--- src/rtl/mem_ctrl_pkg.sv ---
// Shared types for the parity memory request controller.
package mem_ctrl_pkg;
  localparam int ADDR_W_DEF = 16;
  localparam int DATA_W_DEF = 8;

  typedef enum logic [2:0] {IDLE, WR, RD, RD_WAIT, RESP} ctrl_state_t;

  typedef struct packed {
    logic                  we;
    logic [ADDR_W_DEF-1:0] addr;
    logic [DATA_W_DEF-1:0] wdata;
  } mem_req_t;
endpackage

--- src/rtl/parity_chk.sv ---
// Splits a {parity,data} memory word and flags an even-parity mismatch.
module parity_chk #(
  parameter int DATA_W = 8
) (
  input  logic [DATA_W:0]   word,
  output logic [DATA_W-1:0] data,
  output logic              perr
);
  assign data = word[DATA_W-1:0];
  assign perr = word[DATA_W] ^ (^word[DATA_W-1:0]);
endmodule

--- src/rtl/mem_parity_ctrl.sv ---
// Turns a valid/ready request stream into memory strobes and returns
// parity-checked read responses; counts parity errors with saturation.
module mem_parity_ctrl
  import mem_ctrl_pkg::*;
#(
  parameter int ADDR_W = ADDR_W_DEF,
  parameter int DATA_W = DATA_W_DEF,
  parameter int RD_LAT = 1,
  parameter int ERR_W  = 16
) (
  input  logic              clk,
  input  logic              rst,
  input  logic              req_valid,
  output logic              req_ready,
  input  logic              req_we,
  input  logic [ADDR_W-1:0] req_addr,
  input  logic [DATA_W-1:0] req_wdata,
  output logic              rsp_valid,
  input  logic              rsp_ready,
  output logic [DATA_W-1:0] rsp_data,
  output logic              rsp_perr,
  output logic              mem_write,
  output logic              mem_read,
  output logic [ADDR_W-1:0] mem_address,
  output logic [DATA_W-1:0] mem_data_in,
  input  logic [DATA_W:0]   mem_data_out,
  output logic [ERR_W-1:0]  err_count
);
  localparam int CNT_W = $clog2(RD_LAT + 1);

  ctrl_state_t       state;
  logic [CNT_W-1:0]  lat_cnt;
  logic [DATA_W-1:0] chk_data;
  logic              chk_perr;

  parity_chk #(.DATA_W(DATA_W)) u_chk (
    .word (mem_data_out),
    .data (chk_data),
    .perr (chk_perr)
  );

  always_ff @(posedge clk) begin
    if (rst) begin
      state       <= IDLE;
      lat_cnt     <= '0;
      req_ready   <= 1'b0;
      rsp_valid   <= 1'b0;
      rsp_data    <= '0;
      rsp_perr    <= 1'b0;
      mem_write   <= 1'b0;
      mem_read    <= 1'b0;
      mem_address <= '0;
      mem_data_in <= '0;
      err_count   <= '0;
    end else begin
      case (state)
        IDLE: begin
          if (req_valid && req_ready) begin
            mem_address <= req_addr;
            mem_data_in <= req_wdata;
            req_ready   <= 1'b0;
            if (req_we) begin
              mem_write <= 1'b1;
              state     <= WR;
            end else begin
              mem_read <= 1'b1;
              state    <= RD;
            end
          end else begin
            req_ready <= 1'b1;
          end
        end
        WR: begin
          mem_write <= 1'b0;
          req_ready <= 1'b1;
          state     <= IDLE;
        end
        RD: begin
          mem_read <= 1'b0;
          lat_cnt  <= CNT_W'(RD_LAT - 1);
          state    <= RD_WAIT;
        end
        RD_WAIT: begin
          // Counter reaching zero marks the cycle the memory word is valid.
          if (lat_cnt == '0) begin
            rsp_data  <= chk_data;
            rsp_perr  <= chk_perr;
            rsp_valid <= 1'b1;
            state     <= RESP;
          end else begin
            lat_cnt <= lat_cnt - 1'b1;
          end
        end
        RESP: begin
          if (rsp_valid && rsp_ready) begin
            rsp_valid <= 1'b0;
            req_ready <= 1'b1;
            state     <= IDLE;
            if (rsp_perr && (err_count != '1))
              err_count <= err_count + 1'b1;
          end
        end
        default: begin
          state     <= IDLE;
          req_ready <= 1'b0;
          rsp_valid <= 1'b0;
          mem_write <= 1'b0;
          mem_read  <= 1'b0;
        end
      endcase
    end
  end
endmodule

--- config.mk ---
export PLATFORM = sky130hd
export DESIGN_NAME = mem_parity_ctrl
export DESIGN_NICKNAME = d
export VERILOG_FILES = /design/src/rtl/mem_ctrl_pkg.sv /design/src/rtl/parity_chk.sv /design/src/rtl/mem_parity_ctrl.sv
export SDC_FILE = /design/constraint.sdc
export NUM_CORES = 1
export LEC_CHECK = 0
export CORE_MARGIN = 5
export CORE_UTILIZATION = 40
export CTS_CLUSTER_DIAMETER = 100
export DETAILED_ROUTE_END_ITERATION = 10
export PLACE_DENSITY = 0.74
export SLEW_MARGIN = 20
export SYNTH_ARGS = -nofsm -noshare
export SYNTH_HDL_FRONTEND = slang
export SYNTH_SLANG_ARGS = --single-unit
--- constraint.sdc ---
create_clock -name clk -period 6.7 [get_ports clk]
set_input_delay 1.675 -clock clk [delete_from_list [all_inputs] [get_ports clk]]
set_output_delay 1.675 -clock clk [all_outputs]
set_load 0.02 [all_outputs]
==> out/qor.yml, run 1 <==
outcome:
  outcome: "finished, final reports clean"
critical_path:
  slowest_stage: "or4_4"
  r2r-start: "err_count[0]"
  r2r_end: "err_count[3]"
  crit_fanout: 5
  path_class: "in -> reg"
  cp_top_family: "simple AND/OR/NAND/NOR gates"
  arrival_ns: 3.66
  crit_chain: "clkdlybuf4s50_1 > nand4_1 > or4_4 > a21oi_1 > and4_1 > mux2_2"
  crit_start: "rsp_ready"
  r2r_cells: 6
  required_ns: 6.91
  critPathLaunchType: "input port"
  cp-endpoint: "err_count[13]"
  crit_buf_inv: 1
  cp.depth: 6
  cp-end-kind: "flop"
  cpPeakStageDelay_ns: 0.57
  r2r_slack_ns: 4.42
detailed_routing:
  drt_wl_total_um: 5790
  wl_per_cell_um: 13.2
  post-route-drc-count: 0
  vias_per_cell: 4.91
  drt_iter0_drc: 75
  drtPass1Iterations: 4
  ant_nets: 0
  vias: 2156
cts:
  cts.sinks: 56
  ctsHoldBuffers: 0
  h-tree-depth: 2
  cts_buffers: 5
  cts_tree: "yes"
  cts_setup_buffers: 0
  clock_path_buffers: 2
  ctsRootBufferMaster: "clkbuf_8"
  clk_pin_slew_worst_paths_ns: 0.10
  cts_resized: 0
  clk-insertion-delay-late_ns: 0.31
sta:
  rsz0062_at_grt: "no"
  maxSlewHeadroom_pct: 44.7
  finalHoldViolCount: 0
  worstMarginPinSlew_ns: 0.830
  fmax_ghz: 0.290
  setup_violations: 0
  period_share_pct: 51.4
  skew_ns: 0.00511
  finalCriticalPeriod_ns: 3.45
  tns_ns: 0
  slew_viol_final: 0
min_path:
  worstHoldPathType: "reg -> reg"
grt:
  grt_usage_pct: 15.3
  antenna_found_initial: 0
  grt_pass1_vias: 2028
  grt_max_degree: 61
  grt_first_pass_wirelength_um: 9320
  overflow: 0
floorplanning:
  floorplan.initialDensity_pct: 40.4
  row_count: 28
  dieArea_um2: 7500
  coreArea_um2: 5820
  ios: 91
  die_w_um: 86.6
  die-height_um: 86.6
pwr:
  swShare_pct: 24.7
  p_sw_w: 0.000166
  power_density_nw_per_um2: 197
  seqPwrFrac_pct: 52.0
  power_leakage_nw: 1.16
  ir_drop_uv: 122
  clock_power_share_pct: 33.8
  intPower_w: 0.000506
  comb_power_share_pct: 14.2
synthesis:
  synth_area_leaders: "dfxtp_1 48%, nand2_1 12%, a21oi_1 8.3%, xnor2_1 4.5%, nor2_1 3.7%"
  ys_seq_area_share_pct: 47.8
  synth.ff_latch_count: 56
  syn-num-nets: 319
  synthArstFlopShare_pct: 0
  yosysTopAreaCellShare_pct: 47.8
  ys_types: 38
  syn-instance-count: 280
  synth_area_um2: 2350
  synth_top_cell_by_area: "dfxtp_1"
  post_synth.cell_area_avg_um2: 8.38
  ys.flop_type: "dfxtp_1"
  ys.warnings.count: 0
  synth_edf_count: 0
placed_design:
  port_buffers: 90
  placed_cells: 430
  dp_hpwl_um: 4130
  placed_area_um2: 3270
  gp_congestion: 0.788
cells_and_area:
  nets: 402
  final_cells: 439
  fillerInstances: 551
  syn_to_final_growth_pct: 45.2
  diodes: 0
  final_area_um2: 3410
  drive_gt1_share_pct: 5.22
  multiInputGateArea_um2: 1150
  regArea_um2: 1120
job:
  cap_viol_max_count: 0
==> per-layer routing <==
layer / GRT usage (%) / part of all wire [%]
met4: 3.82 / 1.1
met5: 0 / 0
met1: 18.4 / 45
met3: 7.60 / 9.9
met2: 24.6 / 44
==> state kept, by name (all words and copies together) (netlist names) <==
name	cells
state	3
err_count	16
mem_read	1
req_ready	1
mem_write	1
mem_data_in	8
rsp_perr	1
mem_address	16
rsp_valid	1
rsp_data	8
==> cell type report <==
| cell class | instances | share of cell area (%) |
|---|---|---|
| multi-input cells | 207 | 33.8 |
| flip-flops and latches | 56 | 32.9 |
| repair buffers | 92 | 27.1 |
| well taps | 75 | 2.75 |
| clock buffers | 5 | 2.02 |
| clock inverters | 3 | 1.36 |
| inverters | 1 | 0.110 |
==> worst register-to-register path, cell delays in order, from the launching register on <==
cell and delay (ns):
dfxtp_1 0.42, ha_1 0.21, nand3_1 0.18, nor4_4 0.55
a21boi_1 0.28, and4_1 0.27, mux2_2 0.26
==> worst min path at each step <==
| stage | to | slack [ns] | startpoint | depth (start not counted) |
|---|---|---|---|---|
| final | rsp_data[3] | 0.46 | rsp_data[3] | 2 |
| after global routing | rsp_data[3] | 0.48 | rsp_data[3] | 2 |
| after CTS | rsp_data[1] | 0.46 | rsp_data[1] | 2 |
| after detailed placement | rsp_data[1] | 0.45 | rsp_data[1] | 2 |
| after global placement | mem_data_in[5] | 0.44 | mem_data_in[5] | 2 |
| after floorplan | state[1] | 0.50 | state[0] | 2 |
==> power by group through the flow <==
stage | sequential, W | clock [W] | combinational, W
2_1_floorplan | 0.000367 | 0 | 0.0000373
3_3_place_gp | 0.000356 | 0 | 0.0000946
3_5_place_dp | 0.000357 | 0 | 0.0000949
4_1_cts | 0.000349 | 0.000233 | 0.0000952
5_1_grt | 0.000351 | 0.000248 | 0.000103
6_report | 0.000349 | 0.000227 | 0.0000955
==> cells in the final DEF, fill, tap and decap left out, types with 2 or more instances in the layout <==
cell type        instances
o21ai_0                  2
nor2_1                  23
dfxtp_1                 56
clkbuf_8                 5
nand2_1                 74
nor3_1                   2
xor2_1                   5
mux2_2                   3
nand4_1                  5
nand3_1                  6
a211oi_1                 5
xnor2_1                 12
nor2b_1                  4
a21oi_1                 39
a31oi_1                  2
nor4_1                   3
clkdlybuf4s50_1         89
and4_1                   4
==> logic make-up after synthesis <==
group	after synthesis	share of synthesized area, %
buffers and inverters	17	3.41
xor gates and xnor gates	18	7.30
muxes	4	1.87
and+or+nand+nor	129	24.9
DFF	56	47.8
adders and majority gates	1	0.533
AOI/OAI and AO/OA	55	14.2
==> Yosys cell counts, types with 2 or more instances <==
cell	number
dfxtp_1	56
o21ai_0	2
and4_1	4
a21oi_1	39
buf_6	2
a211oi_1	5
xor2_1	5
xnor2_1	12
nor3_1	3
nor2_1	23
clkbuf_1	12
mux2_2	3
nand3_1	6
nor4_1	3
nand4_1	5
a31oi_1	2
nor2b_1	4
nand2_1	74
==> stage by stage <==
stage | power, W | utilization (%) | hold slack [ns] | worst slack [ns]
3_5_place_dp | 0.000452 | 56.3 | 0.446 | 2.93
6_report | 0.000671 | 58.6 | 0.459 | 3.25
3_3_place_gp | 0.000451 | 56.3 | 0.441 | 2.95
4_1_cts | 0.000678 | 58.3 | 0.460 | 3.26
2_1_floorplan | 0.000404 | - | 0.503 | 3.53
5_1_grt | 0.000703 | 58.6 | 0.479 | 3.17
Power figures use the tool's default switching activity.
==> run 2, diff against run 1 <==
--- a/config.mk
+++ b/config.mk
@@ -6,10 +6,10 @@
 export NUM_CORES = 1
 export LEC_CHECK = 0
 export CORE_MARGIN = 5
-export CORE_UTILIZATION = 40
+export CORE_UTILIZATION = 39
 export CTS_CLUSTER_DIAMETER = 100
 export DETAILED_ROUTE_END_ITERATION = 10
-export PLACE_DENSITY = 0.74
+export PLACE_DENSITY = 0.76
 export SLEW_MARGIN = 20
 export SYNTH_ARGS = -nofsm -noshare
 export SYNTH_HDL_FRONTEND = slang
==> constraint.sdc (replaced) <==
create_clock -name clk -period 3.1 [get_ports clk]
set_input_delay 0.775 -clock clk [delete_from_list [all_inputs] [get_ports clk]]
set_output_delay 0.775 -clock clk [all_outputs]
set_load 0.02 [all_outputs]
==> out/qor.yml, run 2 (synthesis gave the netlist of run 1 again) <==
outcome:
  outcome: "finished, final reports clean"
cts:
  cts_tree: "yes"
  h-tree-depth: 2  # unchanged
  clock_path_buffers: 2  # unchanged
  cts_buffers: 5  # unchanged
  cts.sinks: 56  # unchanged
  ctsRootBufferMaster: "clkbuf_8"
  clk_pin_slew_worst_paths_ns: 0.10  # about the same
  cts_setup_buffers: 0  # unchanged
  ctsHoldBuffers: 0  # unchanged
  clk-insertion-delay-late_ns: 0.31  # about the same
  cts_resized: 0  # unchanged
critical_path:
  crit_buf_inv: 1  # unchanged
  r2r-start: "state[0]"
  arrival_ns: 2.76  # -0.90 ns
  critPathLaunchType: "input port"
  r2r_slack_ns: 0.85  # -3.57 ns
  crit_chain: "clkdlybuf4s50_1 > nand4_1 > or4_4 > a21oi_1 > and4_1 > mux2_2"
  path_class: "in -> reg"
  r2r_end: "err_count[13]"
  crit_fanout: 5  # unchanged
  slowest_stage: "or4_4"
  cp.depth: 6  # unchanged
  cp_top_family: "simple AND/OR/NAND/NOR gates"
  cp-endpoint: "err_count[13]"
  required_ns: 3.29  # -3.62 ns
  cpPeakStageDelay_ns: 0.57  # about the same
  crit_start: "rsp_ready"
  r2r_cells: 5  # -1
  cp-end-kind: "flop"
grt:
  grt_max_degree: 45  # -26%
  grt_first_pass_wirelength_um: 9720  # +4.4%
  overflow: 0  # unchanged
  antenna_found_initial: 0  # unchanged
  grt_pass1_vias: 2107  # +3.9%
  grt_usage_pct: 15.7  # +0.32 points
sta:
  setup_violations: 0  # unchanged
  rsz0062_at_grt: "no"
  worstMarginPinSlew_ns: 0.824  # -0.00510 ns
  fmax_ghz: 0.390
  period_share_pct: 82.7
  setup_ws_ns: 0.536  # -2.72 ns
  skew_ns: 0.0107  # +0.00556 ns
  finalHoldViolCount: 0  # unchanged
  tns_ns: 0  # unchanged
  maxSlewHeadroom_pct: 45.0  # +0.34 points
  slew_viol_final: 0  # unchanged
  finalCriticalPeriod_ns: 2.56
floorplanning:
  ios: 91  # unchanged
  floorplan.initialDensity_pct: 39.9  # -0.48 points
  row_count: 28  # unchanged
  coreArea_um2: 5890  # +1.2%
  die_w_um: 87.6  # +1.1%
  dieArea_um2: 7670  # +2.3%
  die-height_um: 87.6  # +1.1%
placed_design:
  placed_cells: 432  # +0.47%
  gp_congestion: 0.824  # +4.6%
  dp_hpwl_um: 4370  # +5.8%
  port_buffers: 90  # unchanged
  dp_slack_ns: 0.222  # -2.71 ns
cells_and_area:
  most-common-layout-cells: "89 x clkdlybuf4s50_1, 74 x nand2_1, 56 x dfxtp_1"
  top_regs: "err_count (16), mem_address (16)"
  drive_gt1_share_pct: 5.48  # +0.26 points
  nets: 403  # +0.25%
  layout_commonest_cell: "clkdlybuf4s50_1"
  final_cells: 440  # +0.23%
  diodes: 0  # unchanged
  syn_to_final_growth_pct: 46.9
pwr:
  power_density_nw_per_um2: 462  # +130%
  ir_drop_uv: 250  # +100%
  power_leakage_nw: 1.18  # +2.1%
detailed_routing:
  drt_wl_total_um: 5960  # +3.1%
  vias: 2174  # +0.83%
  drtPass1Iterations: 4  # unchanged
  vias_per_cell: 4.94  # +0.61%
  post-route-drc-count: 0  # unchanged
  ant_nets: 0  # unchanged
  drt_iter0_drc: 99  # +32%
  wl_per_cell_um: 13.6  # +2.9%
job:
  cap_viol_max_count: 0  # unchanged
min_path:
  worstHoldPathType: "reg -> reg"
## run 2: where the power goes
| group | leakage [nW] | internal [W] | switching [W] |
|---|---|---|---|
| Clock | 0.0784 | 0.000404 | 0.000231 |
| Sequential | 0.454 | 0.000741 | 0.0000140 |
| Combinational | 0.650 | 0.000107 | 0.0000974 |
## run 2: worst min-delay path by stage
stage,startpoint,end,depth (start not counted)
5_1_grt,mem_address[15],mem_address[15],2
3_3_place_gp,mem_address[13],mem_address[13],2
3_5_place_dp,mem_address[15],mem_address[15],2
2_1_floorplan,state[0],state[1],2
6_report,rsp_data[5],rsp_data[5],2
4_1_cts,rsp_data[5],rsp_data[5],2
## run 2: area by class of cell
| cell class | instances | area [um^2] |
|---|---|---|
| well taps | 75 | 93.8 |
| multi-input cells | 207 | 1150 |
| clock inverters | 3 | 90.1 |
| repair buffers | 93 | 918 |
| clock buffers | 5 | 68.8 |
| flip-flops and latches | 56 | 1120 |
| inverters | 1 | 3.75 |
| fillers | 526 | 2440 |
## run 2: worst min-delay path, stage by stage (launching register included)
cell	delay, ns
dfxtp_1	0.32
nand2_1	0.05
a21oi_1	0.05
## run 2: per-stage QoR
stage          hold slack (ns)  cell area, um^2  power, W  utilization [%]
6_report                 0.459             3450   0.00159             58.6
5_1_grt                  0.478             3450   0.00167             58.6
4_1_cts                  0.461             3450   0.00161             58.6
3_5_place_dp             0.446             3290  0.000977             55.9
3_3_place_gp             0.441             3290  0.000974             55.9
2_1_floorplan            0.503             2350  0.000874                -
## run 2: layer usage
| metal | vias to the layer above | track usage [%] | wire, um |
|---|---|---|---|
| li1 | 1114 | - | - |
| met1 | 978 | 17.6 | 2440 |
| met2 | 78 | 26.2 | 2780 |
| met3 | 4 | 7.81 | 702 |
| met4 | 0 | 4.60 | 42 |
| met5 | - | 0 | 0 |
